## config.mk

```make
export PLATFORM = sky130hd
export DESIGN_NAME = uart_rx_frontend_flat
export DESIGN_NICKNAME = d
export VERILOG_FILES = /design/src/rtl/uart_pkg.sv /design/src/rtl/uart_rx_frontend_if.sv /design/src/rtl/uart_rx_sync.sv /design/src/rtl/uart_rx_frontend.sv /design/src/flat_wrapper.sv
export SDC_FILE = /design/constraint.sdc
export NUM_CORES = 1
export LEC_CHECK = 0
export CAP_MARGIN = 0
export CORE_MARGIN = 4
export CORE_UTILIZATION = 55
export DETAILED_ROUTE_END_ITERATION = 6
export GPL_TIMING_DRIVEN = 0
export PLACE_DENSITY = 0.77
export SKIP_LAST_GASP = 1
export SLEW_MARGIN = 20
export SYNTH_ARGS = -nofsm -noshare
export SYNTH_HDL_FRONTEND = slang
export SYNTH_SLANG_ARGS = --single-unit
```

## constraint.sdc

```tcl
create_clock -name clk -period 2.95 [get_ports clk]
set_input_delay 0.59 -clock clk [delete_from_list [all_inputs] [get_ports clk]]
set_output_delay 0.59 -clock clk [all_outputs]
set_load 0.005 [all_outputs]
```

## src/rtl/uart_pkg.sv

```systemverilog
`default_nettype none
// ============================================================================
//  Module   : uart_pkg
//  Purpose  : Definitions shared by the UART receiver and transmitter:
//             the receiver state encoding, the frame data width, the default
//             bit period and a parity helper.
//  Contents : DATA_BITS            - data bits per frame
//             CLKS_PER_BIT_DEFAULT - clk cycles per bit (40 MHz / 115200)
//             uart_state_e         - receiver FSM states
//             parity_ok()          - parity bit check (even or odd)
//  Revision : 1.0 - initial release
// ============================================================================
package uart_pkg;

  localparam int DATA_BITS            = 8;
  localparam int CLKS_PER_BIT_DEFAULT = 347;

  typedef enum logic [2:0] {
    IDLE   = 3'd0,
    START  = 3'd1,
    DATA   = 3'd2,
    PARITY = 3'd3,
    STOP   = 3'd4,
    BREAK  = 3'd5
  } uart_state_e;

  // The data bits and the parity bit together must hold an odd number of
  // ones when odd=1, or an even number when odd=0.
  function automatic logic parity_ok(input logic [DATA_BITS-1:0] data,
                                     input logic                 par_bit,
                                     input logic                 odd);
    return (((^data) ^ par_bit) == odd);
  endfunction

endpackage
`default_nettype wire

```

## src/rtl/uart_rx_frontend_if.sv

```systemverilog
`default_nettype none
// ============================================================================
//  Module   : uart_rx_frontend_if
//  Purpose  : Receive-byte handshake between the UART receiver and the
//             fabric that consumes received commands.
//  Signals  : rx_data    - received byte, stable while rx_valid=1
//             rx_valid   - byte available, held until consumed
//             rx_ready   - consumer accepts when rx_valid && rx_ready
//             frame_err  - one-cycle pulse, stop bit sampled low
//             overrun    - one-cycle pulse, byte lost to a full register
//             parity_err - one-cycle pulse (only with UART_RX_PARITY_EN)
//  Modports : master - receiver side, slave - consumer side
//  Config   : UART_RX_PARITY_EN adds parity_err
//  Revision : 1.0 - initial release
// ============================================================================
interface uart_rx_frontend_if;

  logic [uart_pkg::DATA_BITS-1:0] rx_data;
  logic                           rx_valid;
  logic                           rx_ready;
  logic                           frame_err;
  logic                           overrun;
`ifdef UART_RX_PARITY_EN
  logic                           parity_err;
`endif

  modport master (
    output rx_data,
    output rx_valid,
    output frame_err,
    output overrun,
`ifdef UART_RX_PARITY_EN
    output parity_err,
`endif
    input  rx_ready
  );

  modport slave (
    input  rx_data,
    input  rx_valid,
    input  frame_err,
    input  overrun,
`ifdef UART_RX_PARITY_EN
    input  parity_err,
`endif
    output rx_ready
  );

endinterface
`default_nettype wire

```

## src/rtl/uart_rx_sync.sv

```systemverilog
`default_nettype none
// ============================================================================
//  Module   : uart_rx_sync
//  Purpose  : Two-flop synchronizer for the asynchronous serial line plus a
//             falling-edge pulse on the synchronized signal.
//  Ports    : clk        - system clock
//             rst        - asynchronous active-low reset (flops reset to 1)
//             i_rxd      - raw serial line, idle high
//             o_rxd_sync - synchronized line (2-cycle latency)
//             o_rxd_fall - one-cycle pulse on a synchronized high->low edge
//  Revision : 1.0 - initial release
// ============================================================================
module uart_rx_sync (
  input  wire logic clk,
  input  wire logic rst,
  input  wire logic i_rxd,
  output logic      o_rxd_sync,
  output logic      o_rxd_fall
);

  logic       r_meta;
  logic       r_sync;
  logic       r_sync_d;
  logic [1:0] r_fill;
  logic       r_armed;

  // The synchronizer flops come out of reset high, so a line that is
  // already low at release would otherwise look like a fresh falling edge.
  // r_fill tracks when r_sync holds a real line sample; edges are only
  // reported after the line has genuinely been seen high.
  always_ff @(posedge clk or negedge rst) begin
    if (!rst) begin
      r_meta   <= 1'b1;
      r_sync   <= 1'b1;
      r_sync_d <= 1'b1;
      r_fill   <= 2'b00;
      r_armed  <= 1'b0;
    end else begin
      r_meta   <= i_rxd;
      r_sync   <= r_meta;
      r_sync_d <= r_sync;
      r_fill   <= {r_fill[0], 1'b1};
      if (r_fill[1] && r_sync) begin
        r_armed <= 1'b1;
      end
    end
  end

  assign o_rxd_sync = r_sync;
  assign o_rxd_fall = r_armed & r_sync_d & ~r_sync;

endmodule
`default_nettype wire

```

## src/rtl/uart_rx_frontend.sv

```systemverilog
`default_nettype none
// ============================================================================
//  Module   : uart_rx_frontend
//  Purpose  : UART receiver for the USB-RS232 link. Recovers 8N1 frames
//             (8E1/8O1 with parity enabled), holds each byte in a
//             valid/ready register and pulses framing / overrun errors.
//  Params   : CLKS_PER_BIT - clk cycles per bit, 8..4095
//             MSB_FIRST    - 0: first data bit is bit 0, 1: it is bit 7
//             PARITY_ODD   - 0: even, 1: odd (only with UART_RX_PARITY_EN)
//  Ports    : clk           - system clock
//             rst           - asynchronous active-low reset
//             usb_rs232_rxd - serial line, idle high, asynchronous
//             rx_if         - received-byte handshake (master modport)
//  Config   : `define UART_RX_PARITY_EN adds a parity bit between the data
//             and the stop bit, plus the parity_err pulse.
//  Revision : 1.0 - initial release
// ============================================================================
module uart_rx_frontend
  import uart_pkg::*;
#(
  parameter int CLKS_PER_BIT = CLKS_PER_BIT_DEFAULT,
  parameter int MSB_FIRST    = 0
`ifdef UART_RX_PARITY_EN
  ,
  parameter int PARITY_ODD   = 0
`endif
) (
  input  wire logic          clk,
  input  wire logic          rst,
  input  wire logic          usb_rs232_rxd,
  uart_rx_frontend_if.master rx_if
);

  localparam int                 c_cnt_w     = $clog2(CLKS_PER_BIT);
  localparam int                 c_idx_w     = $clog2(DATA_BITS);
  localparam logic [c_cnt_w-1:0] c_half_load = c_cnt_w'(CLKS_PER_BIT / 2 - 1);
  localparam logic [c_cnt_w-1:0] c_full_load = c_cnt_w'(CLKS_PER_BIT - 1);
  localparam logic [c_idx_w-1:0] c_last_idx  = c_idx_w'(DATA_BITS - 1);

  generate
    if (CLKS_PER_BIT < 8 || CLKS_PER_BIT > 4095) begin : g_bad_clks_per_bit
      $error("uart_rx_frontend: CLKS_PER_BIT must be within 8..4095");
    end
  endgenerate

  // --------------------------------------------------------------------------
  // Line conditioning
  // --------------------------------------------------------------------------
  logic w_rxd_sync;
  logic w_rxd_fall;

  uart_rx_sync u_sync (
    .clk        (clk),
    .rst        (rst),
    .i_rxd      (usb_rs232_rxd),
    .o_rxd_sync (w_rxd_sync),
    .o_rxd_fall (w_rxd_fall)
  );

  // --------------------------------------------------------------------------
  // Receive state and datapath registers
  // --------------------------------------------------------------------------
  uart_state_e              r_state;
  uart_state_e              w_state_next;
  logic [c_cnt_w-1:0]       r_cnt;
  logic [c_idx_w-1:0]       r_bit_idx;
  logic [DATA_BITS-1:0]     r_shift;
  logic [DATA_BITS-1:0]     w_shift_next;
  logic                     w_cnt_zero;

  // Control strobes from the next-state logic
  logic w_load_half;
  logic w_load_full;
  logic w_bit_clr;
  logic w_shift_en;
  logic w_byte_done;
  logic w_frame_bad;

  // Output holding registers
  logic [DATA_BITS-1:0] r_rx_data;
  logic                 r_rx_valid;
  logic                 r_frame_err;
  logic                 r_overrun;

`ifdef UART_RX_PARITY_EN
  logic r_par_bit;
  logic r_parity_err;
  logic w_par_sample;
  logic w_par_bad;
`endif

  assign w_cnt_zero = (r_cnt == '0);

  // Bit placement: the shift direction decides whether the first data bit
  // lands in bit 0 or bit 7 once all eight samples are in.
  generate
    if (MSB_FIRST != 0) begin : g_msb_first
      assign w_shift_next = {r_shift[DATA_BITS-2:0], w_rxd_sync};
    end else begin : g_lsb_first
      assign w_shift_next = {w_rxd_sync, r_shift[DATA_BITS-1:1]};
    end
  endgenerate

  // --------------------------------------------------------------------------
  // FSM state register
  // --------------------------------------------------------------------------
  always_ff @(posedge clk or negedge rst) begin
    if (!rst) begin
      r_state <= IDLE;
    end else begin
      r_state <= w_state_next;
    end
  end

  // --------------------------------------------------------------------------
  // FSM next state and control strobes
  // --------------------------------------------------------------------------
  always_comb begin
    w_state_next = r_state;
    w_load_half  = 1'b0;
    w_load_full  = 1'b0;
    w_bit_clr    = 1'b0;
    w_shift_en   = 1'b0;
    w_byte_done  = 1'b0;
    w_frame_bad  = 1'b0;
`ifdef UART_RX_PARITY_EN
    w_par_sample = 1'b0;
    w_par_bad    = 1'b0;
`endif

    case (r_state)
      IDLE: begin
        // Half a bit period puts every later sample at mid-bit.
        if (w_rxd_fall) begin
          w_load_half  = 1'b1;
          w_state_next = START;
        end
      end

      START: begin
        if (w_cnt_zero) begin
          if (!w_rxd_sync) begin
            w_load_full  = 1'b1;
            w_bit_clr    = 1'b1;
            w_state_next = DATA;
          end else begin
            // Line already back high at mid start bit: a glitch.
            w_state_next = IDLE;
          end
        end
      end

      DATA: begin
        if (w_cnt_zero) begin
          w_shift_en  = 1'b1;
          w_load_full = 1'b1;
          if (r_bit_idx == c_last_idx) begin
`ifdef UART_RX_PARITY_EN
            w_state_next = PARITY;
`else
            w_state_next = STOP;
`endif
          end
        end
      end

      PARITY: begin
`ifdef UART_RX_PARITY_EN
        if (w_cnt_zero) begin
          w_par_sample = 1'b1;
          w_load_full  = 1'b1;
          w_state_next = STOP;
        end
`else
        w_state_next = IDLE;
`endif
      end

      STOP: begin
        if (w_cnt_zero) begin
          if (!w_rxd_sync) begin
            // Bad stop bit: drop the byte and wait out a held-low line.
            w_frame_bad  = 1'b1;
            w_state_next = BREAK;
          end else begin
            w_state_next = IDLE;
`ifdef UART_RX_PARITY_EN
            if (!parity_ok(r_shift, r_par_bit, 1'(PARITY_ODD))) begin
              w_par_bad = 1'b1;
            end else begin
              w_byte_done = 1'b1;
            end
`else
            w_byte_done = 1'b1;
`endif
          end
        end
      end

      BREAK: begin
        if (w_rxd_sync) begin
          w_state_next = IDLE;
        end
      end

      default: begin
        w_state_next = IDLE;
      end
    endcase
  end

  // --------------------------------------------------------------------------
  // Bit timer, bit index and shift register
  // --------------------------------------------------------------------------
  always_ff @(posedge clk or negedge rst) begin
    if (!rst) begin
      r_cnt     <= '0;
      r_bit_idx <= '0;
      r_shift   <= '0;
    end else begin
      if (w_load_half) begin
        r_cnt <= c_half_load;
      end else if (w_load_full) begin
        r_cnt <= c_full_load;
      end else if (!w_cnt_zero) begin
        r_cnt <= r_cnt - 1'b1;
      end

      if (w_bit_clr) begin
        r_bit_idx <= '0;
      end else if (w_shift_en) begin
        r_bit_idx <= r_bit_idx + 1'b1;
      end

      if (w_shift_en) begin
        r_shift <= w_shift_next;
      end
    end
  end

`ifdef UART_RX_PARITY_EN
  always_ff @(posedge clk or negedge rst) begin
    if (!rst) begin
      r_par_bit    <= 1'b0;
      r_parity_err <= 1'b0;
    end else begin
      if (w_par_sample) begin
        r_par_bit <= w_rxd_sync;
      end
      r_parity_err <= w_par_bad;
    end
  end

  assign rx_if.parity_err = r_parity_err;
`endif

  // --------------------------------------------------------------------------
  // Holding register and error pulses
  // --------------------------------------------------------------------------
  // A completed byte may overwrite the register only if it is empty or being
  // consumed on this same edge; otherwise the new byte is the one dropped.
  // frame_err and byte completion come from exclusive STOP branches, so
  // frame_err and overrun can never coincide.
  always_ff @(posedge clk or negedge rst) begin
    if (!rst) begin
      r_rx_data   <= '0;
      r_rx_valid  <= 1'b0;
      r_frame_err <= 1'b0;
      r_overrun   <= 1'b0;
    end else begin
      r_frame_err <= w_frame_bad;
      r_overrun   <= 1'b0;
      if (w_byte_done) begin
        if (!r_rx_valid || rx_if.rx_ready) begin
          r_rx_data  <= r_shift;
          r_rx_valid <= 1'b1;
        end else begin
          r_overrun  <= 1'b1;
        end
      end else if (r_rx_valid && rx_if.rx_ready) begin
        r_rx_valid <= 1'b0;
      end
    end
  end

  assign rx_if.rx_data   = r_rx_data;
  assign rx_if.rx_valid  = r_rx_valid;
  assign rx_if.frame_err = r_frame_err;
  assign rx_if.overrun   = r_overrun;

endmodule
`default_nettype wire
```

## src/flat_wrapper.sv

```systemverilog
// flat-port wrapper written by rule: the top's interface ports become plain ports
module uart_rx_frontend_flat import uart_pkg::*;
#(
  parameter int CLKS_PER_BIT = CLKS_PER_BIT_DEFAULT,
  parameter int MSB_FIRST    = 0

)
  (clk, rst, usb_rs232_rxd, rx_if_rx_data, rx_if_rx_valid, rx_if_frame_err, rx_if_overrun, rx_if_rx_ready);
  uart_rx_frontend_if rx_if_i ();
  input  wire logic clk;
  input  wire logic rst;
  input  wire logic usb_rs232_rxd;
  output wire logic [$bits(rx_if_i.rx_data)-1:0] rx_if_rx_data;
  output wire logic [$bits(rx_if_i.rx_valid)-1:0] rx_if_rx_valid;
  output wire logic [$bits(rx_if_i.frame_err)-1:0] rx_if_frame_err;
  output wire logic [$bits(rx_if_i.overrun)-1:0] rx_if_overrun;
  input wire logic [$bits(rx_if_i.rx_ready)-1:0] rx_if_rx_ready;
  assign rx_if_rx_data = rx_if_i.rx_data;
  assign rx_if_rx_valid = rx_if_i.rx_valid;
  assign rx_if_frame_err = rx_if_i.frame_err;
  assign rx_if_overrun = rx_if_i.overrun;
  assign rx_if_i.rx_ready = rx_if_rx_ready;
  uart_rx_frontend #(.CLKS_PER_BIT(CLKS_PER_BIT), .MSB_FIRST(MSB_FIRST)) u_core (.clk(clk), .rst(rst), .usb_rs232_rxd(usb_rs232_rxd), .rx_if(rx_if_i));
endmodule
```

# Yosys cells after proc, flatten, opt, wreduce, memory -nomap -nowiden
# Cells that the tools add are included.
[classes] add_sub_neg=2 n_eq_ne=13 n_mux=31 bitwise_logic=3 n_reduce_logical=11
[op_table] operator="3-bit 2-to-1 mux" count=9
[op_table] operator="9-bit 2-to-1 mux" count=3
[op_table] operator="1-bit 2-to-1 mux" count=16
[op_table] operator="3-bit one-hot mux with 5 select lines" count=1
[op_table] operator="3-bit equality test, second input constant" count=3
[op_table] operator="9-bit logical NOT" count=1
[op_table] operator="9-bit by 1-bit subtractor with 9-bit output, second input constant" count=1
[op_table] operator="2-bit by 1-bit inequality test with 1-bit output, second input constant" count=4
[op_table] operator="2-bit inequality test, second input constant" count=3
[op_table] operator="6-bit AND reduction" count=1
[op_table] operator="2-bit AND reduction" count=2
[op_table] operator="2-bit nonzero test" count=2
[op_table] operator="3-bit by 1-bit adder with 3-bit output, second input constant" count=1
[op_table] operator="3-bit by 1-bit equality test with 1-bit output, second input constant" count=1
[op_table] operator="3-bit by 2-bit equality test with 1-bit output, second input constant" count=1
[op_table] operator="3-bit logical NOT" count=1
[op_table] operator="3-bit inequality test, second input constant" count=1
[op_table] operator="1-bit AND" count=2
[op_table] operator="1-bit logical AND" count=2
[op_table] operator="2-bit 2-to-1 mux" count=1
[op_table] operator="1-bit one-hot mux with 2 select lines" count=1
[op_table] operator="1-bit logical NOT" count=1
[op_table] operator="1-bit logical OR" count=1
[op_table] operator="1-bit inverter" count=1
[totals] ff_bits=40 out_inout_bits=11

# Logic depth before layout (Yosys ltp)
# Gate-level depths: netlist (run 1).
[logic_depth] word_depth=5 ltp_mapped=7

# By module
# From an unflattened synthesis (run 1), not the netlist that was laid out.
[unflattened] cells_unflattened=145 area_unflattened_um2=1764.2
[by_module_without_submodules] mod="uart_rx_frontend" n_inst=1 cells_per_inst=136 area_per_inst_um2=1589.0 seq_area_each_um2=850.8
[by_module_without_submodules] mod="uart_rx_sync" n_inst=1 cells_per_inst=9 area_per_inst_um2=175.2 seq_area_each_um2=153.9

# Worst setup path after synthesis (run 1)
# Ideal clock, no wire load.
[synth_path] path_type="reg-to-reg" startpoint="register u_core.r_cnt[0]" endpoint="register u_core.r_shift[6]" setup_time_ns=0.128 t_arrival_ns=1.997 path_slack_ns=0.826 stages_incl_launch_ff=8 path_buffers=1 synth_period_minus_slack_ns=2.124 path_cell_list="dfrtp_1 inv_1 ha_1 or4b_4 or2_1 buf_6 nor3_4 mux2_1"
[synth_between] elab_chain_cells=3
[synth_lines] element="start, declared" line="uart_rx_frontend.sv:65" rtl="logic [c_cnt_w-1:0] r_cnt;"
[synth_lines] element="start signal, assigned" line="uart_rx_frontend.sv:222" rtl="r_cnt <= c_half_load;"
[synth_lines] element="start signal, assigned" line="uart_rx_frontend.sv:224" rtl="r_cnt <= c_full_load;"
[synth_lines] element="start signal, assigned" line="uart_rx_frontend.sv:226" rtl="r_cnt <= r_cnt - 1'b1;"
[synth_lines] element="9-bit logical NOT" line="uart_rx_frontend.sv:92" rtl="assign w_cnt_zero = (r_cnt == '0);"
[synth_lines] element="1-bit 2-to-1 mux" line="uart_rx_frontend.sv:154" rtl="if (w_cnt_zero) begin"
[synth_lines] element="1-bit 2-to-1 mux" line="uart_rx_frontend.sv:131" rtl="case (r_state)"
[synth_lines] element="end signal, assigned" line="uart_rx_frontend.sv:236" rtl="r_shift <= w_shift_next;"
[synth_lines] element="end, declared" line="uart_rx_frontend.sv:67" rtl="logic [DATA_BITS-1:0] r_shift;"
# No other way between the ends.
# A chain may end at the register's enable or synchronous reset.

# Worst setup path in the final report (run 1)
# Same ends and word-level chain as after synthesis.

==> run summary, run 1 <==
slowest library cell on the worst path: or4b_4
grt ovf: 0
WHS: 0.200 ns
wirelength, routed: 2740 µm
pre-CTS setup slack: 0.696 ns
Cells after Synth: 132
buffers from clock root to sink, at most: 2
fin cells: 186
Placeable Area: 0.00283 mm²
register area share after synthesis: 0.601
post-cts hold buffer count: 0
Fin Setup TNS: 0 ns
YS warnings: 0
final hold vios: 0
Post-DRT Antenna Nets: 0
slowest stage delay, CP: 0.52 ns
die height: 63.1 µm
Row Count: 19
CTS H-tree depth: 2
Yosys top cell by area: dfrtp_1
startpoint types: register
Worst Reg-to-Reg Cells: 7
DR vias/cell: 5.74
wire per inst: 14.7 µm
Worst EP required: 3.18 ns
n_diodes: 0
Final Max Slew Viols: 0
port bufs: 14
Post CTS Setup Buffer Count: 0
RSZ-0062 raised after global routing: false
Starting DRT DRC Count: 49
CP Max Fanout: 10
share of the synthesized area in the top cell type: 0.554
Post-synth EDFFs: 0
die area: 0.00398 mm²
final worst setup slack: 0.690 ns
GRT Overall Usage: 0.161
Clock power frac: 0.248
Syn Nets: 139
synthesized area per cell: 12.7 µm²
Clock Skew: 0.00469 ns
largest net degree at the start of global routing: 23
status: completed
final setup vio count: 0
io pins: 15
initial antenna violation count: 0
worst-path cell chain: inv_1, ha_1, or4b_4, or2_1, buf_6, nor3_4, mux2_1
Final #Nets: 161
CP Data Arrival Time: 2.49 ns
TritonCTS clock tree: done
initial core utilization: 0.590
worst slew pin tran: 0.514 ns
DR vias: 1068
global placer's final weighted congestion: 0.773
Cell Count Post-Placement: 178
post_cts resized: 0
Slew HR: 0.657
global-route wire length before repair: 4920 µm
Post-Syn Area: 0.00167 mm²
die extent in x: 63.1 µm
asr flop ratio synth: 1.00
final cycle utilization of the critical path: 0.766
post-DP HPWL: 2000 µm
Clock Latency Late Sink: 0.34 ns
Tmin final: 2.26 ns
synthesis-to-finish area growth: 15.8%
Leak: 0.890 nW
switching power: 0.332 mW
Synth Flop Type: dfrtp_1
Tightest Hold Check Type: in -> async
CP Capture Type: register
Reg power frac: 0.581
number of clock sinks: 40
Yosys reg bits: 40
reg2reg setup slack: 0.69 ns
combinational share of power: 0.171
Clock Pin Slew Worst Setup and Hold Paths: 0.11 ns
max-cap viol count: 0
synth unique cells: 41
peak supply drop: 328 µV
PwrDens: 599 mW/mm²
layout cells sized above 1: 0.226
switching part of the total: 0.286
Num CTS Buffers: 5
vias in the first global route: 1128
fmax: 0.442 GHz
Crit Path Category: reg -> reg
DRC: 0
Int Power: 0.828 mW
CTS root buffer: clkbuf_4
total power: 1.16 mW
DR pass1 iterations: 4
synth top area cells: dfrtp_1 55%, mux2_2 10%, dfstp_2 4.7%
flip-flops by register name, summed over array words and instances, names as in the netlist:
signal                    count
u_core.r_state                3
u_core.r_bit_idx              3
u_core.rx_if.rx_data          8
u_core.rx_if.overrun          1
u_core.u_sync.r_meta          1
u_core.rx_if.frame_err        1
u_core.u_sync.r_armed         1
u_core.r_shift                8
u_core.u_sync.r_sync_d        1
u_core.u_sync.r_fill          2
u_core.rx_if.rx_valid         1
u_core.u_sync.o_rxd_sync      1
u_core.r_cnt                  9
path summary, 6_finish.rpt:
path,from,endpoint
worst max register to register,u_core.r_cnt[0],u_core.r_shift[6]
worst min register to register,u_core.u_sync.r_fill[0],u_core.u_sync.r_fill[1]
worst min-delay path,rst,u_core.rx_if.rx_data[1]
worst max-delay path,u_core.r_cnt[0],u_core.r_shift[6]
max in group asynchronous,rst,u_core.u_sync.r_sync_d
min in group clk,u_core.u_sync.r_fill[0],u_core.u_sync.r_fill[1]
placed cells by master, fill, tap and decap left out, drive strengths merged, types with 4 or more instances in the layout:
cell,Yosys,final
o21ai,8,8
nand3,4,4
clkbuf,1,8
nor3,4,4
clkdlybuf4s50,0,13
nand2,8,8
buf,2,4
dfrtp,37,37
a21oi,5,5
mux2,16,16
nor2,10,10
metal layers:
layer	vias up	global-route usage	share of wire
met5	-	0	0
met4	0	0.0909	0.028
met3	6	0.0551	0.031
met2	20	0.258	0.47
met1	523	0.187	0.47
li1	519	-	-
cell families (layout without fill, tap and decap cells):
kind of cell	after synthesis	count (layout)	synth area share
DFF	40	40	0.602
and+or+nand+nor	38	38	0.130
muxes	16	16	0.108
buffers and inverters	6	29	0.0187
other	1	1	0.00225
xor gates and xnor gates	4	4	0.0210
adders and majority gates	3	3	0.0225
AOI/OAI and AO/OA	24	24	0.0966
per-stage QoR:
| step | util | area [µm²] |
|---|---|---|
| 2_1_floorplan | - | 1670 |
| 3_3_place_gp | 0.654 | 1850 |
| 3_5_place_dp | 0.662 | 1870 |
| 4_1_cts | 0.684 | 1930 |
| 5_1_grt | 0.684 | 1930 |
| 6_report | 0.684 | 1930 |
Yosys cell counts (all sizes together) (2+ instances only):
cell type and n:
dfrtp 37, mux2 16, nor2 10, nand2 8, o21ai 8, a21oi 5, nand3 4, nor3 4
dfstp 3, ha 3, inv 3, nand2b 3, a22o 2, buf 2, xnor2 2, xor2 2
power groups by stage:
stage / clock network (mW) / logic (mW) / registers (mW)
after floorplan: 0 / 0.156 / 0.668
final: 0.288 / 0.198 / 0.674
after global placement: 0 / 0.185 / 0.679
after CTS: 0.300 / 0.201 / 0.673
after detailed placement: 0 / 0.200 / 0.684
after global routing: 0.330 / 0.231 / 0.683
cell type report:
type | count | area [µm²]
clock buffers | 7 | 55.1
repair buffers | 15 | 163
inverters | 3 | 11.3
plain buffers | 3 | 20.0
fillers | 231 | 895
flip-flops and latches | 40 | 1000
multi-input cells | 86 | 634
clock inverters | 1 | 7.51
well taps | 31 | 38.8
worst max-delay path, delay by kind of cell, from the launching register on:
family	cells	cell delay [ns]
and+or+nand+nor	3	0.97
adders and majority gates	1	0.20
muxes	1	0.34
buffers and inverters	2	0.23
DFF	1	0.42
Power figures use the tool's default switching activity.
==> run 2, diff against run 1 <==
--- a/config.mk
+++ b/config.mk
@@ -7,10 +7,10 @@
 export LEC_CHECK = 0
 export CAP_MARGIN = 0
 export CORE_MARGIN = 4
-export CORE_UTILIZATION = 55
+export CORE_UTILIZATION = 50
 export DETAILED_ROUTE_END_ITERATION = 6
 export GPL_TIMING_DRIVEN = 0
-export PLACE_DENSITY = 0.77
+export PLACE_DENSITY = 0.74
 export SKIP_LAST_GASP = 1
 export SLEW_MARGIN = 20
 export SYNTH_ARGS = -nofsm -noshare
==> constraint.sdc (replaced) <==
create_clock -name clk -period 1.99 [get_ports clk]
set_input_delay 0.398 -clock clk [delete_from_list [all_inputs] [get_ports clk]]
set_output_delay 0.398 -clock clk [all_outputs]
set_load 0.005 [all_outputs]
==> run summary, run 2 (synthesized netlist as in run 1, its figures left out) <==
commonest non-fill, non-tap cells in the layout: 37 x dfrtp_1, 14 x mux2_2, 13 x clkdlybuf4s50_1, 12 x buf_4, 9 x nor2_1
Num CTS Buffers: 5 (unchanged)
wirelength, routed: 3510 µm (+28%)
die extent in x: 65.8 µm (+4.3%)
Clock Latency Late Sink: 0.36 ns (+0.02 ns)
final setup vio count: 14 (+14)
initial antenna violation count: 0 (unchanged)
fmax: 0.486 GHz (+9.9%)
WHS: 0.367 ns (+0.167 ns)
global placer's final weighted congestion: 0.811 (+4.8%)
n_diodes: 0 (unchanged)
Fin Setup TNS: -0.452 ns (-0.452 ns)
Crit Path Category: reg -> reg
grt ovf: 0 (unchanged)
final cycle utilization of the critical path: 1.03 (+0.267)
Worst R2R End: u_core.rx_if.rx_data[0]
startpoint types: register
Reg with most FFs: u_core.r_cnt
reg2reg setup slack: -0.07 ns (-0.76 ns)
post-DP HPWL: 2070 µm (+3.3%)
Leak: 1.04 nW (+16%)
Worst Setup EP: u_core.rx_if.rx_data[0]
number of clock sinks: 40 (unchanged)
CTS root buffer: clkbuf_4
crit path from: u_core.r_cnt[0]
DR pass1 iterations: 4 (unchanged)
Tightest Hold Check Type: reg -> reg
reg2reg start: u_core.r_cnt[0]
die height: 65.8 µm (+4.3%)
Post-DRT Antenna Nets: 0 (unchanged)
Final #Nets: 179 (+11%)
vias in the first global route: 1246 (+10%)
commonest non-fill, non-tap cell in the layout: dfrtp_1
total power: 2.09 mW (+81%)
Row Count: 20 (+1)
CTS H-tree depth: 2 (unchanged)
Starting DRT DRC Count: 65 (+33%)
port bufs: 14 (unchanged)
GRT Overall Usage: 0.176 (+0.0156)
die area: 0.00433 mm² (+8.7%)
Worst Reg-to-Reg Cells: 8 (+1)
io pins: 15 (unchanged)
final worst setup slack: -0.0658 ns (-0.756 ns)
Worst EP required: 2.25 ns (-0.93 ns)
peak supply drop: 583 µV (+78%)
layout cells sized above 1: 0.382 (+0.156)
DR vias/cell: 5.42 (-5.5%)
RSZ-0062 raised after global routing: true
Core Util, Final: 0.710 (+0.0266)
Final Max Slew Viols: 0 (unchanged)
PwrDens: 942 mW/mm² (+57%)
failing checks: setup timing
Clock Pin Slew Worst Setup and Hold Paths: 0.12 ns (about the same)
CP Data Arrival Time: 2.31 ns (-0.18 ns)
Tmin final: 2.06 ns (-0.204 ns)
global-route wire length before repair: 5620 µm (+14%)
Placeable Area: 0.00313 mm² (+11%)
buffers from clock root to sink, at most: 2 (unchanged)
DRC: 0 (unchanged)
largest net degree at the start of global routing: 27 (+17%)
Design Area, Final: 0.00222 mm² (+15%)
CP Max Fanout: 8 (-2)
initial core utilization: 0.534 (-0.0564)
max-cap viol count: 0 (unchanged)
max reg flops: 9 (unchanged)
Clock Skew: 0.00860 ns (+0.00390 ns)
TritonCTS clock tree: done
CP Capture Type: register
wire per inst: 16.2 µm (+9.7%)
DP Area: 0.00189 mm² (+0.80%)
status: complete, but fails checks
synthesis-to-finish area growth: 33.0%
DR vias: 1177 (+10%)
final hold vios: 0 (unchanged)
## run 2: cell count changes in the layout (fill, tap and decap cells not counted), sizes merged
cell | before | now
dlygate4sd3 | 0 | 1
buf | 4 | 21
clkinvlp | 1 | 0
bufinv | 0 | 1
## run 2: metal layers
layer | up-vias | share of wire | GRT usage
met2 | 26 | 0.53 | 0.299
li1 | 554 | - | -
met4 | 0 | 0.029 | 0.0855
met5 | - | 0 | 0
met1 | 584 | 0.41 | 0.194
met3 | 13 | 0.038 | 0.0629
## run 2: area by class of cell
class | instances | area, µm²
inverter | 3 | 11.3
clock inverter | 1 | 30.0
fill | 223 | 906
sequential | 40 | 1000
tap | 44 | 55.1
buffer | 2 | 18.8
timing repair buffer | 34 | 323
multi-input combinational | 86 | 714
clock buffer | 7 | 65.1
## run 2: per-stage QoR
stage | worst slack, ns | cells
6_report | -0.0658 | 217
4_1_cts | -0.0889 | 214
2_1_floorplan | -0.0552 | 132
3_5_place_dp | -0.167 | 191
5_1_grt | -0.172 | 217
3_3_place_gp | -0.370 | 190
## run 2: what timing repair did
action / 4_1_cts / 5_1_grt
endpoints found under the hold margin: 14 / 0
resized for setup: 11 / 21
pin swaps: 3 / 7
gates cloned: 0 / 0
buffers inserted: 14 / 4
hold buffers: 1 / 0
setup endpoints to repair: 25 / 33
## run 2: worst min path at each step
stage,startpoint,end,slack [ns],cells after the start
after floorplan,rst,u_core.r_bit_idx[0],0.10,0
after global placement,u_core.u_sync.r_fill[0],u_core.u_sync.r_fill[1],0.33,0
after detailed placement,rst,u_core.r_cnt[2],0.33,1
after CTS,u_core.u_sync.r_meta,u_core.u_sync.o_rxd_sync,0.37,0
after global routing,u_core.u_sync.r_meta,u_core.u_sync.o_rxd_sync,0.38,0
final,u_core.u_sync.r_meta,u_core.u_sync.o_rxd_sync,0.37,0
## run 2: power by group
group	internal [mW]	total (mW)	switching (mW)	leakage (nW)
sequential	0.909	1.01	0.0992	0.516
combinational	0.264	0.487	0.224	0.468
clock	0.333	0.599	0.265	0.0515
## run 2: worst max-delay path, cell delays in order, from the launching register on
cell and delay [ns]:
dfrtp_1 0.41, inv_2 0.08, ha_4 0.13, or4b_4 0.48
buf_6 0.14, nor2_4 0.13, buf_6 0.12, nand3_4 0.12
mux2_4 0.34
==> run 3, diff against run 2 <==
--- a/config.mk
+++ b/config.mk
@@ -5,9 +5,11 @@
 export SDC_FILE = /design/constraint.sdc
 export NUM_CORES = 1
 export LEC_CHECK = 0
+export ABC_AREA = 1
 export CAP_MARGIN = 0
 export CORE_MARGIN = 4
-export CORE_UTILIZATION = 50
+export CORE_UTILIZATION = 51
+export CTS_CLUSTER_DIAMETER = 120
 export DETAILED_ROUTE_END_ITERATION = 6
 export GPL_TIMING_DRIVEN = 0
 export PLACE_DENSITY = 0.74
==> run summary, run 3 <==
share of the synthesized area in the top cell type: 0.525 (-0.0291)
buffers from clock root to sink, at most: 2 (unchanged)
CTS root buffer: clkbuf_4
Leak: 1.02 nW (-1.5%)
CP Max Fanout: 10 (+2)
Post-synth EDFFs: 0 (unchanged)
DR vias/cell: 4.88 (-10%)
Syn Nets: 203 (+46%)
reg2reg start: u_core.r_cnt[0]
final cycle utilization of the critical path: 0.892 (-0.141)
largest net degree at the start of global routing: 22 (-19%)
YS warnings: 0 (unchanged)
startpoint types: register
post-DP HPWL: 2210 µm (+6.7%)
Reg with most FFs: u_core.r_cnt
DRC: 0 (unchanged)
Placeable Area: 0.00334 mm² (+6.7%)
mux cell area share after synthesis: 0 (-0.108)
global-route wire length before repair: 5510 µm (-1.8%)
final setup vio count: 0 (-14)
register area share after synthesis: 0.570 (-0.0316)
final hold vios: 0 (unchanged)
io pins: 15 (unchanged)
Clock Latency Late Sink: 0.35 ns (about the same)
Worst Path Buf+Inv: 2 (-1)
wirelength, routed: 3050 µm (-13%)
peak supply drop: 656 µV (+13%)
Post-Syn Area: 0.00176 mm² (+5.5%)
die area: 0.00446 mm² (+3.0%)
fin cells: 266 (+23%)
grt ovf: 0 (unchanged)
CP Capture Type: register
Final #Nets: 226 (+26%)
Synth Area in Adders: 0.0213 (-0.00118)
commonest cells in the netlist: 51 x nand2_1, 37 x dfrtp_1, 28 x inv_1
Clock Skew: 0.0149 ns (+0.00631 ns)
slowest stage delay, CP: 0.41 ns (-0.07 ns)
synthesis-to-finish area growth: 20.7%
vias in the first global route: 1281 (+2.8%)
n_diodes: 0 (unchanged)
slowest library cell on the worst path: dfrtp_1
wire per inst: 11.5 µm (-29%)
DR vias: 1299 (+10%)
Synth Flop Type: dfrtp_1
TritonCTS clock tree: done
Row Count: 21 (+5.0%)
main combinational cell family by area after synthesis: simple AND/OR/NAND/NOR gates
simple-gate share of the synthesized area: 0.215 (+0.0855)
synth unique cells: 25 (-39%)
reg2reg setup slack: 0.22 ns (+0.28 ns)
Hold Path Sink: u_core.u_sync.o_rxd_sync
Clock Pin Slew Worst Setup and Hold Paths: 0.13 ns (about the same)
layout cells sized above 1: 0.132 (-0.250)
Num CTS Buffers: 5 (unchanged)
total power: 2.36 mW (+13%)
initial antenna violation count: 0 (unchanged)
Yosys reg bits: 40 (unchanged)
RSZ-0062 raised after global routing: false
max-cap viol count: 0 (unchanged)
XOR/XNOR Fraction of Synth Area: 0.0199 (-0.00110)
port bufs: 14 (unchanged)
CP delay by family, top: simple AND/OR/NAND/NOR gates
worst hold start: u_core.u_sync.r_meta
count leader, synth: nand2_1
status: completed
max reg flops: 9 (unchanged)
worst-path cell chain: inv_1, ha_1, nand2_2, nor3_4, nand3_4, buf_6, nand2_1, o21ai_2
multi-input logic area: 641 µm² (-10%)
Final Max Slew Viols: 0 (unchanged)
Crit Path Category: reg -> reg
CP Data Arrival Time: 2.01 ns (-0.30 ns)
Cell Count Post-Placement: 257 (+35%)
fmax: 0.564 GHz (+16%)
post-synthesis compound-gate area fraction: 0.101 (+0.00415)
Sequential Area: 0.00100 mm² (unchanged)
PwrDens: 1110 mW/mm² (+17%)
Starting DRT DRC Count: 57 (-12%)
die extent in x: 66.8 µm (+1.5%)
CTS H-tree depth: 2 (unchanged)
commonest non-fill, non-tap cell in the layout: nand2_1
commonest non-fill, non-tap cells in the layout: 51 x nand2_1, 37 x dfrtp_1, 28 x inv_1, 18 x nor2_1, 17 x o21ai_0
Yosys top cell by area: dfrtp_1
GRT Overall Usage: 0.162 (-0.0142)
fillers: 289 (+30%)
hold depth: 0 (unchanged)
synthesized area per cell: 8.99 µm² (-29%)
Worst EP required: 2.23 ns (-0.02 ns)
synth top area cells: dfrtp_1 53%, nand2_1 11%, inv_1 6.0%
Core Util, Final: 0.638 (-0.0726)
global placer's final weighted congestion: 0.816 (+0.73%)
Worst Reg-to-Reg Cells: 8 (unchanged)
Tightest Hold Check Type: reg -> reg
DR pass1 iterations: 4 (unchanged)
Worst R2R End: u_core.rx_if.rx_data[5]
Tmin final: 1.77 ns (-0.282 ns)
die height: 66.8 µm (+1.5%)
Post-DRT Antenna Nets: 0 (unchanged)
asr flop ratio synth: 1.00 (unchanged)
Cells after Synth: 196 (+48%)
number of clock sinks: 40 (unchanged)
initial core utilization: 0.528 (-0.00569)
[run 3: changes by cell type after synthesis, moves of 2 or more]
| cell | before | now |
|---|---|---|
| a21oi_1 | 5 | 2 |
| a22o_1 | 2 | 0 |
| inv_1 | 3 | 28 |
| mux2_2 | 15 | 0 |
| nand2_1 | 8 | 51 |
| nand2_2 | 0 | 2 |
| nand2b_1 | 3 | 0 |
| nand3_1 | 3 | 8 |
| nor2_1 | 9 | 18 |
| o21ai_0 | 8 | 17 |
| o21ai_2 | 0 | 8 |
[run 3: area by class of cell]
class	count	area share
buffer	3	0.00941
clock buffer	5	0.0176
clock inverter	3	0.0423
inverter	28	0.0494
multi-input combinational	125	0.301
sequential	40	0.472
tap	46	0.0270
timing repair buffer	16	0.0811
[run 3: cells by family (layout without fill, tap and decap cells)]
kind of cell,Yosys count,after routing
compound gates,29,29
simple gates,88,88
xor+xnor,4,4
fa+ha+maj,3,3
buf+inv,31,55
other cells,1,1
flops,40,40
[run 3: repair_timing]
action | 4_1_cts | 5_1_grt
gates resized for setup | 0 | 1
buffers inserted | 0 | 0
setup endpoints to repair | 0 | 2
hold buffers | 1 | 0
hold endpoints to repair | 3 | 0
[run 3: metal layers]
metal | GRT usage | wire [µm] | up-vias
li1 | - | - | 661
met1 | 0.221 | 1440 | 617
met2 | 0.252 | 1490 | 16
met3 | 0.0455 | 91 | 5
met4 | 0.0457 | 34 | 0
met5 | 0 | 0 | -
[run 3: worst max-delay path by stage]
stage | slack [ns] | endpoint | cells past startpoint | startpoint
after floorplan | 0.44 | u_core.rx_if.rx_data[5] | 8 | u_core.r_cnt[0]
after global placement | -0.45 | u_core.rx_if.rx_data[5] | 1 | rst
after detailed placement | 0.18 | u_core.rx_if.rx_data[5] | 8 | u_core.r_cnt[0]
after CTS | 0.15 | u_core.rx_if.rx_data[6] | 8 | u_core.r_cnt[0]
after global routing | 0.06 | u_core.rx_if.rx_data[5] | 8 | u_core.r_cnt[0]
final | 0.22 | u_core.rx_if.rx_data[5] | 8 | u_core.r_cnt[0]
[run 3: stage by stage]
| stage | instance area [µm²] | hold slack, ns | setup slack, ns | setup TNS, ns |
|---|---|---|---|---|
| after global placement | 1960 | 0.333 | -0.447 | -16.67 |
| final | 2130 | 0.362 | 0.216 | 0 |
| after detailed placement | 1980 | 0.338 | 0.182 | 0 |
| after floorplan | 1760 | 0.102 | 0.440 | 0 |
| after CTS | 2120 | 0.365 | 0.147 | 0 |
| after global routing | 2130 | 0.368 | 0.0603 | 0 |
[run 3: power breakdown]
group	internal (mW)	total, mW	switching, mW	leakage [nW]
sequential	0.933	1.03	0.0925	0.514
clock	0.518	0.783	0.266	0.0654
combinational	0.210	0.547	0.338	0.441
total	1.66	2.36	0.696	1.02
==> RTL change: new RTL, config.mk and constraints of run 1 <==
Change the package constant `CLKS_PER_BIT_DEFAULT` from 347 to 694.
--- a/src/rtl/uart_pkg.sv
+++ b/src/rtl/uart_pkg.sv
@@ -15,3 +15,3 @@
   localparam int DATA_BITS            = 8;
-  localparam int CLKS_PER_BIT_DEFAULT = 347;
+  localparam int CLKS_PER_BIT_DEFAULT = 694;
 
Function: same outputs for any inputs over 10 cycles, from zero or initial values and one cycle with rst low; that may be too few to reach the edited logic, so the function may still have changed.
==> RTL change against run 1 <==
Critical path depth down 1. Sequential cell count up 1. Final cell count up 15%. Synthesized area up 9.4%. Design area up 8.6%. Die area up 8.2%. Combinational power up 44%. Setup slack worse by 160 ps. Routed wire length up 17%. Total power up 12%. Highest routed layer unchanged.
==> RTL change: results (changes against run 1) <==
<table>
<tr><th>Metric</th><th>Value</th></tr>
<tr><th colspan="2">Status</th></tr>
<tr><td>Run status</td><td>finished clean</td></tr>
<tr><th colspan="2">Yosys</th></tr>
<tr><td>Top cells by count, synth</td><td>sky130_fd_sc_hd__dfrtp_1, sky130_fd_sc_hd__mux2_2, sky130_fd_sc_hd__nand2_1, sky130_fd_sc_hd__o21ai_0</td></tr>
<tr><td>Total nets after synthesis</td><td>155 (+12%)</td></tr>
<tr><th colspan="2">Critical path</th></tr>
<tr><td>Register-to-Register Path Depth</td><td>6 (-1)</td></tr>
<tr><td>Data arrival, critical path</td><td>2650 ps (+160 ps)</td></tr>
<tr><td>CP max stage delay</td><td>600 ps (+80 ps)</td></tr>
<tr><td>Worst-case register-to-register setup slack</td><td>530 ps (-160 ps)</td></tr>
<tr><td>Cell with the biggest individual delay on the critical path</td><td>sky130_fd_sc_hd__nor4b_4</td></tr>
<tr><th colspan="2">GRT</th></tr>
<tr><td>Global-route wire length before repair</td><td>5.602 mm (+14%)</td></tr>
<tr><td>GR Layer Usage met3</td><td>5.641% (+0.13 points)</td></tr>
<tr><td>Largest net degree at the start of global routing</td><td>31 (+35%)</td></tr>
<tr><td>Grt met1 use</td><td>22.25% (+3.5 points)</td></tr>
<tr><td>Vias in the first global route</td><td>1183 (+4.9%)</td></tr>
<tr><th colspan="2">Route</th></tr>
<tr><td>Vias per std cell</td><td>5.766 (+0.43%)</td></tr>
<tr><td>Initial DRC count</td><td>93 (+90%)</td></tr>
<tr><td>Router iterations before antenna repair</td><td>5 (+1)</td></tr>
<tr><td>Wire per inst</td><td>15.00 microns (+1.7%)</td></tr>
<tr><th colspan="2">Place</th></tr>
<tr><td>Worst slack, placed</td><td>555.6 ps (-140.2 ps)</td></tr>
<tr><td>GP Congestion</td><td>0.8584 (+11%)</td></tr>
<tr><th colspan="2">Power</th></tr>
<tr><td>Int Power</td><td>873.4 uW (+5.5%)</td></tr>
<tr><th colspan="2">Finish</th></tr>
<tr><td>Final standard cell count with taps included and fillers excluded</td><td>214 (+15%)</td></tr>
<tr><td>Fraction of layout cells with a size suffix above 1</td><td>21.18% (-1.4 points)</td></tr>
<tr><td>Clock buffers and inverters, area share</td><td>2.978% (-0.26 points)</td></tr>
<tr><td>Number of nets at the end of the flow</td><td>177 (+9.9%)</td></tr>
<tr><td>Number of flip-flops under the largest register name</td><td>10 (+1)</td></tr>
<tr><th colspan="2">STA</th></tr>
<tr><td>Crit path time final</td><td>2415 ps (+155.0 ps)</td></tr>
</table>
RTL change: logic make-up after synthesis:
family / count (synthesis) / synth area share (%)
AO/OA/AOI/OAI: 29 / 11.36
adder cells (fa/ha/maj): 4 / 2.738
XOR/XNOR: 5 / 2.396
other: 1 / 0.2051
buffers and inverters: 7 / 1.574
AND/OR/NAND/NOR: 43 / 14.99
flip-flops: 41 / 56.33
multiplexers: 17 / 10.40
RTL change: per-layer routing:
| layer | vias up | share of wire (%) |
|---|---|---|
| met2 | 48 | 47 |
| li1 | 586 | - |
| met5 | - | 0 |
| met1 | 594 | 43 |
| met3 | 6 | 8.1 |
| met4 | 0 | 2.0 |
RTL change: worst min-delay path by stage:
stage | start | to | slack [ps]
final | rst | u_core.r_cnt[9]$_DFFE_PN0P_ | 110
after global routing | rst | u_core.r_cnt[9]$_DFFE_PN0P_ | 90
after CTS | rst | u_core.r_cnt[9]$_DFFE_PN0P_ | 100
after detailed placement | u_core.u_sync.r_fill[0]$_DFF_PN0_ | u_core.u_sync.r_fill[1]$_DFF_PN0_ | 340
after global placement | u_core.u_sync.r_fill[0]$_DFF_PN0_ | u_core.u_sync.r_fill[1]$_DFF_PN0_ | 330
after floorplan | rst | u_core.r_bit_idx[0]$_DFFE_PN0P_ | 290
RTL change: power groups by stage:
| stage | combinational (mW) | clock (mW) | sequential, mW |
|---|---|---|---|
| global route | 0.321 | 0.336 | 0.735 |
| global placement | 0.263 | 0 | 0.724 |
| finish | 0.285 | 0.289 | 0.719 |
| floorplan | 0.219 | 0 | 0.709 |
| detailed placement | 0.281 | 0 | 0.728 |
| CTS | 0.284 | 0.302 | 0.718 |
